===== src/rtl/ticket_dispense_ctrl.sv =====
// Ticket dispense controller: presents tickets one at a time until taken, with
// inter-ticket gap, presentation timeout, bounded retries and a latched fault.
module ticket_dispense_ctrl #(
    parameter int CNT_W     = 4,
    parameter int TIMEOUT   = 16,
    parameter int GAP_CYC   = 2,
    parameter int MAX_RETRY = 2,
    parameter int TMR_W     = 8
) (
    input  logic             clk,
    input  logic             rst,
    input  logic             in_RDY,
    input  logic [CNT_W-1:0] qty,
    input  logic             sensor_t,
    input  logic             fault_clr,
    output logic             ticket_out,
    output logic             state_cmp,
    output logic             busy,
    output logic             fault,
    output logic [CNT_W-1:0] dispensed
);

    localparam int RTY_W = $clog2(MAX_RETRY + 1);
    localparam logic [TMR_W-1:0] TMO_LAST = TMR_W'(TIMEOUT - 1);
    localparam logic [TMR_W-1:0] GAP_LAST = TMR_W'(GAP_CYC - 1);
    localparam logic [RTY_W-1:0] RTY_MAX  = RTY_W'(MAX_RETRY);

    typedef enum logic [2:0] {
        S_IDLE,
        S_FEED,
        S_RETRY,
        S_GAP,
        S_DONE,
        S_FAULT
    } state_t;

    state_t           state_reg, state_next;
    logic [CNT_W-1:0] qty_reg, qty_next;
    logic [CNT_W-1:0] dispensed_reg, dispensed_next;
    logic [RTY_W-1:0] retry_reg, retry_next;
    logic [TMR_W-1:0] tmr_reg, tmr_next;
    logic             sensor_q;
    logic             take;

    // Rising edge only, so a sensor held high across the gap counts once.
    assign take = sensor_t & ~sensor_q;

    always_ff @(posedge clk or posedge rst) begin
        if (rst) begin
            state_reg     <= S_IDLE;
            qty_reg       <= '0;
            dispensed_reg <= '0;
            retry_reg     <= '0;
            tmr_reg       <= '0;
            sensor_q      <= 1'b0;
        end else begin
            state_reg     <= state_next;
            qty_reg       <= qty_next;
            dispensed_reg <= dispensed_next;
            retry_reg     <= retry_next;
            tmr_reg       <= tmr_next;
            sensor_q      <= sensor_t;
        end
    end

    always_comb begin
        state_next     = state_reg;
        qty_next       = qty_reg;
        dispensed_next = dispensed_reg;
        retry_next     = retry_reg;
        tmr_next       = tmr_reg;
        case (state_reg)
            S_IDLE: begin
                if (in_RDY) begin
                    qty_next       = qty;
                    dispensed_next = '0;
                    retry_next     = '0;
                    tmr_next       = '0;
                    state_next     = (qty == '0) ? S_DONE : S_FEED;
                end
            end
            S_FEED: begin
                // A take on the timeout cycle still counts the ticket.
                if (take) begin
                    dispensed_next = dispensed_reg + CNT_W'(1);
                    retry_next     = '0;
                    tmr_next       = '0;
                    state_next     = (dispensed_next == qty_reg) ? S_DONE : S_GAP;
                end else if (tmr_reg == TMO_LAST) begin
                    retry_next = retry_reg + RTY_W'(1);
                    tmr_next   = '0;
                    state_next = (retry_next == RTY_MAX) ? S_FAULT : S_RETRY;
                end else begin
                    tmr_next = tmr_reg + TMR_W'(1);
                end
            end
            S_RETRY: begin
                tmr_next   = '0;
                state_next = S_FEED;
            end
            S_GAP: begin
                if (tmr_reg == GAP_LAST) begin
                    tmr_next   = '0;
                    state_next = S_FEED;
                end else begin
                    tmr_next = tmr_reg + TMR_W'(1);
                end
            end
            S_DONE: begin
                state_next = S_IDLE;
            end
            S_FAULT: begin
                if (fault_clr) begin
                    state_next = S_IDLE;
                end
            end
            default: begin
                state_next = S_IDLE;
            end
        endcase
    end

    assign ticket_out = (state_reg == S_FEED);
    assign state_cmp  = (state_reg == S_DONE);
    assign busy       = (state_reg != S_IDLE);
    assign fault      = (state_reg == S_FAULT);
    assign dispensed  = dispensed_reg;

endmodule


===== config.mk =====
export PLATFORM = sky130hd
export DESIGN_NAME = ticket_dispense_ctrl
export DESIGN_NICKNAME = d
export VERILOG_FILES = /design/src/rtl/ticket_dispense_ctrl.sv
export SDC_FILE = /design/constraint.sdc
export NUM_CORES = 1
export LEC_CHECK = 0
export CAP_MARGIN = 20
export CORE_AREA = 2 2 55 57
export CTS_CLUSTER_DIAMETER = 150
export DETAILED_ROUTE_END_ITERATION = 7
export DIE_AREA = 0 0 57 59
export PLACE_DENSITY = 0.71
export SYNTH_ARGS = -nofsm -noshare
export SYNTH_HDL_FRONTEND = slang
export SYNTH_SLANG_ARGS = --single-unit

===== constraint.sdc =====
create_clock -name clk -period 2.15 [get_ports clk]
set_input_delay 0.645 -clock clk [delete_from_list [all_inputs] [get_ports clk]]
set_output_delay 0.645 -clock clk [all_outputs]
set_load 0.05 [all_outputs]

==> results of run 1 <==
[Yosys cell counts (4+ instances only)]
library cell   n  area share [%]
o21ai_0       10             3.8
nor2_1         4             1.1
nand2_1        9             2.5
nor2b_1        4             1.9
dfrtp_1       22              41
ha_1           4             3.8
a22o_1         4             2.6
nor3_1         4             1.5
inv_1          8             2.3
nand3_1        7             2.6
mux2_2         5             4.2
[worst reg2reg max path, stage by stage, from the launching register on]
cell and delay [ns]:
dfrtp_1 0.40, or4_4 0.54, o311a_1 0.50, nor2_1 0.32
o22ai_1 0.16
[per-layer routing]
metal  vias up  part of all wire, %  GRT usage [%]
met2        47                   47           32.0
met3         5                  6.2           2.84
met5         -                    0              0
met1       532                   45           27.1
met4         0                  1.8           9.30
li1        562                    -              -
[layout make-up]
cell class                      instances  area, sq um
Sequential cell                        22          551
Clock buffer                            3         22.5
Fill cell                             233         1020
Timing Repair Buffer                   34          313
Tap cell                               31         38.8
Inverter                                8         30.0
Multi-Input combinational cell         99          739
[cell families (layout without fill, tap and decap cells)]
kind of cell / after synthesis / count (layout) / share of synthesized area [%]
flip-flops: 22 / 22 / 41.4
XOR/XNOR: 5 / 5 / 4.42
multiplexers: 6 / 6 / 4.99
AO/OA/AOI/OAI: 34 / 34 / 18.6
buffers and inverters: 12 / 45 / 3.95
adder cells (fa/ha/maj): 4 / 4 / 3.76
AND/OR/NAND/NOR: 50 / 50 / 22.9
[through the flow]
stage	util (%)	TNS [ns]	hold WS (ns)	area, sq um	worst slack, ns
global route	62.5	0	0.566	1690	0.0360
CTS	62.3	0	0.541	1690	0.0861
floorplan	-	0	0.488	1340	0.0708
finish	62.5	0	0.536	1690	0.105
detailed placement	61.4	-0.0230	0.505	1660	-0.0123
global placement	61.4	0	0.509	1660	0.0321
[power by group through the flow]
stage | sequential (mW) | combinational (mW) | clock (mW)
after floorplan | 0.722 | 0.750 | 0
after global placement | 0.656 | 1.17 | 0
after detailed placement | 0.665 | 1.19 | 0
after CTS | 0.658 | 1.21 | 0.194
after global routing | 0.682 | 1.30 | 0.213
final | 0.658 | 1.21 | 0.187
[worst paths after layout]
kind / end / depth (start not counted) / slack (ns) / start
max: tmr_reg[4]$_DFFE_PP0P_ / 4 / 0.10 / tmr_reg[7]$_DFFE_PP0P_
min: dispensed[3]$_DFFE_PP0P_ / 1 / 0.54 / dispensed[3]$_DFFE_PP0P_
max reg2reg: tmr_reg[4]$_DFFE_PP0P_ / 4 / 0.10 / tmr_reg[7]$_DFFE_PP0P_
min reg2reg: dispensed[3]$_DFFE_PP0P_ / 1 / 0.54 / dispensed[3]$_DFFE_PP0P_
max in group asynchronous: qty_reg[1]$_DFFE_PP0P_ / 3 / 1.27 / rst
min in group asynchronous: tmr_reg[3]$_DFFE_PP0P_ / 3 / 0.66 / rst
[repair_timing]
action / CTS / global route
hold buffers: 0 / 0
cloned: 0 / 0
resized for setup: 2 / 1
endpoints found under the setup margin: 1 / 1
[placed cells by master, fill, tap and decap left out, drive strengths merged, types with 3 or more instances in the layout]
cell type | synthesis | layout
and3 | 3 | 3
a22o | 4 | 4
clkdlybuf4s50 | 0 | 8
nor4 | 3 | 3
nand2 | 9 | 9
o22ai | 3 | 3
ha | 4 | 4
mux2 | 5 | 5
inv | 8 | 8
nor2b | 4 | 4
nand3 | 7 | 7
dfrtp | 22 | 22
nor3 | 6 | 6
or2 | 3 | 3
buf | 1 | 26
clkbuf | 3 | 3
o21ai | 10 | 10
xnor2 | 3 | 3
or3 | 3 | 3
nor2 | 4 | 4
==> results.cfg, run 1 <==
[yosys]
async_flop_share_pct = 100
synthFlopType = dfrtp_1
synth_area_sq_mm = 0.00133
synth_edf_count = 0
yosys_register_bits = 22
ys_types = 42
syn_inst = 133
avgSynthCellArea_sq_um = 10.0
seq_area_frac_synth_pct = 41.4
synth_nets = 146
yosysWarnings = 0

[routing]
dr.pass1.iters = 4
routed_wl_um = 2900
drc = 0
drt-initial-drc-count = 43
route.vias.total = 1146
vias_per_cell = 5.82
drtAntennaViolNets = 0
wl_per_cell_um = 14.7

[clock_network]
cts_made_buffers = 3
cts_tree = yes
postCtsSetupRepairBufs = 0
htreeDepth = 1
cts.sinks = 22
clockBufferDepth = 2
clock_latency_ns = 0.31
clk_pin_slew_worst_paths_ns = 0.12
clockRootBuffer = clkbuf_4

[floorplan]
die-area_sq_mm = 0.00336
die_y_um = 59
core_region_area_sq_mm = 0.00271
std_cell_rows = 19
io_pins = 17
die_width_um = 57
initial_utilization_pct = 49.1

[sta]
slew_violations = 0
finalSetupViolations = 0
hold_violations = 0
relSlewSlack_pct = 70.4
max_freq_mhz = 489
period_share_pct = 95.1
fin_skew_ns = 0.00371
rsz0062_at_grt = no
post-route-min-period_ns = 2.05
worstMarginPinSlew_ns = 0.445

[layout]
area_growth_syn_to_layout_pct = 27.4
largest_register_ffs = 8
final_cell_count_no_fill = 197
diodes = 0
drive_gt1_share_pct = 28.3
finalNetCount = 181

[placed_design]
dp_hpwl_um = 2260
place.gp.congestion = 0.874
port-buffer-count = 16
dp_cells = 194

[grt]
grt_pass1_wl_um = 5230
overflow = 0
grt_max_degree = 23
antenna_found_initial = 0
grt_pass1_vias = 1163
track_usage_pct = 20.0

[power]
cellLeakagePower_nw = 0.771
p_int_mw = 1.17
pwr-share-seq_pct = 32.1
p_switching_mw = 0.884
peakVddDrop_mv = 0.782
clkPwrFrac_pct = 9.1
power.total_mw = 2.05
power_density_mw_per_mm2 = 1210
switching_share_pct = 43.0
power.share.combinational_pct = 58.8

[hold_path]
hp-class = reg2reg

[setup_path]
path_delay_family = simple AND/OR/NAND/NOR gates
critPathRequiredTime_ns = 2.34
crit_path_max_incr_delay_ns = 0.54
crit_arrival_ns = 2.23
worstSetupStartpointType = flip-flop
worstSetupPathType = reg2reg
path_max_fanout = 9
cp_cell_sequence = or4_4 -> o311a_1 -> nor2_1 -> o22ai_1
critPathSlowestCell = or4_4
crit_path_end_kind = flip-flop
crit_buf_inv = 0

[flow_run]
max-cap-violations = 0

[status]
outcome = complete, no violations
Power figures use the tool's default switching activity.
==> inputs of run 2 (changes only) <==
Settings changed: CORE_AREA 2 2 55 57 to 2 2 47 67, CTS_BUF_LIST set to sky130_fd_sc_hd__clkbuf_16, DIE_AREA 0 0 57 59 to 0 0 49 69, PLACE_DENSITY 0.71 to 0.7.
==> run 2 against run 1 <==
- final area rose by 2.1%
- clock skew increased by 0.00053 ns
- wire length rose by 11%
- combinational power barely moved
- sequential power grew 0.6%
==> results.cfg, run 2 (same netlist as run 1, synthesis figures left out) <==
[placed_design]
dp_cells = 196
dp_hpwl_um = 2510
place.gp.congestion = 0.820
postPlaceCellArea_sq_mm = 0.00164
port-buffer-count = 16

[clock_network]
clockRootBuffer = clkbuf_16
clockBufferDepth = 2
hold_buffers = 0
cts_made_buffers = 3
clock_latency_ns = 0.26
htreeDepth = 1
clk_pin_slew_worst_paths_ns = 0.06
cts.sinks = 22
cts_tree = yes

[layout]
diodes = 0
final_area_sq_mm = 0.00173
area_growth_syn_to_layout_pct = 30.0
final_cell_count_no_fill = 201
layout_common_cells = 21 x dfrtp_1, 20 x buf_4, 10 x o21ai_0
drive_gt1_share_pct = 26.2
finalNetCount = 178
largest_register_ffs = 8
final_common_cell = dfrtp_1

[floorplan]
die_width_um = 49
core_region_area_sq_mm = 0.00279
std_cell_rows = 23
die-area_sq_mm = 0.00338
die_y_um = 69
initial_utilization_pct = 47.6
io_pins = 17

[hold_path]
hp-class = reg2reg

[status]
outcome = complete, no violations

[sta]
worstMarginPinSlew_ns = 0.490
rsz0062_at_grt = no
fin_skew_ns = 0.00424
post-route-min-period_ns = 2.08
relSlewSlack_pct = 67.4
max_freq_mhz = 482
setup_tns_ns = 0
finalSetupViolations = 0
whs_ns = 0.539
period_share_pct = 96.5
slew_violations = 0
hold_violations = 0

[grt]
track_usage_pct = 21.0
grt_pass1_wl_um = 5560
antenna_found_initial = 0
overflow = 0
grt_max_degree = 15
grt_pass1_vias = 1195

[setup_path]
path_max_fanout = 10
critPathRequiredTime_ns = 2.30
worstSetupStartpointType = flip-flop
worstSetupPathType = reg2reg
crit_arrival_ns = 2.22
crit_path_end_kind = flip-flop

[routing]
dr.pass1.iters = 5
drc = 0
vias_per_cell = 5.81
drtAntennaViolNets = 0
route.vias.total = 1167
wl_per_cell_um = 16.0
routed_wl_um = 3220
drt-initial-drc-count = 49

[flow_run]
max-cap-violations = 0

[power]
power.total_mw = 2.26
peakVddDrop_mv = 0.655
power_density_mw_per_mm2 = 1310
cellLeakagePower_nw = 0.776
-- run 2: path summary, 6_finish.rpt --
| check | startpoint | to | slack, ns | cells after the start |
|---|---|---|---|---|
| min in group asynchronous | rst | qty_reg[2]$_DFFE_PP0P_ | 0.65 | 2 |
| min reg2reg | dispensed[2]$_DFFE_PP0P_ | dispensed[2]$_DFFE_PP0P_ | 0.54 | 1 |
| max | tmr_reg[4]$_DFFE_PP0P_ | state_reg[0]$_DFFE_PP0P_ | 0.07 | 4 |
| max reg2reg | tmr_reg[4]$_DFFE_PP0P_ | state_reg[0]$_DFFE_PP0P_ | 0.07 | 4 |
| min | dispensed[2]$_DFFE_PP0P_ | dispensed[2]$_DFFE_PP0P_ | 0.54 | 1 |
| max in group asynchronous | rst | state_reg[0]$_DFFE_PP0P_ | 0.96 | 3 |
-- run 2: power by group --
group / leakage [nW] / total (mW) / switching [mW] / internal (mW)
clock: 0.0385 / 0.402 / 0.153 / 0.249
combinational: 0.453 / 1.19 / 0.639 / 0.555
sequential: 0.285 / 0.662 / 0.125 / 0.536
-- run 2: what timing repair did --
action,CTS,global route
hold endpoints to repair,0,0
resized for setup,1,0
endpoints found under the setup margin,1,1
buffers inserted,0,1
-- run 2: per-stage QoR --
stage	setup slack, ns	util [%]
5_1_grt	0.00639	61.9
4_1_cts	0.0320	61.7
3_5_place_dp	-0.0281	58.8
6_report	0.0748	61.9
3_3_place_gp	-0.00987	58.8
2_1_floorplan	0.0708	-
-- run 2: per-layer routing --
metal  vias to the layer above  track usage (%)  wire (um)
met4                         0             10.2         69
li1                        556                -          -
met2                        26             38.7       1790
met5                         -                0          0
met3                         7             2.81         82
met1                       578             22.9       1280
-- run 2: worst max-delay path: stages (launching register included) --
cell     delay (ns)
dfrtp_1        0.42
or4_4          0.53
o311a_1        0.52
nor3_4         0.28
a21bo_1        0.22
-- run 2: cell type report --
class	instances	area [sq um]
Multi-Input combinational cell	99	732
Fill cell	253	1060
Clock buffer	3	75.1
Sequential cell	22	552
Clock inverter	1	3.75
Timing Repair Buffer	31	290
Tap cell	37	46.3
Inverter	8	30.0
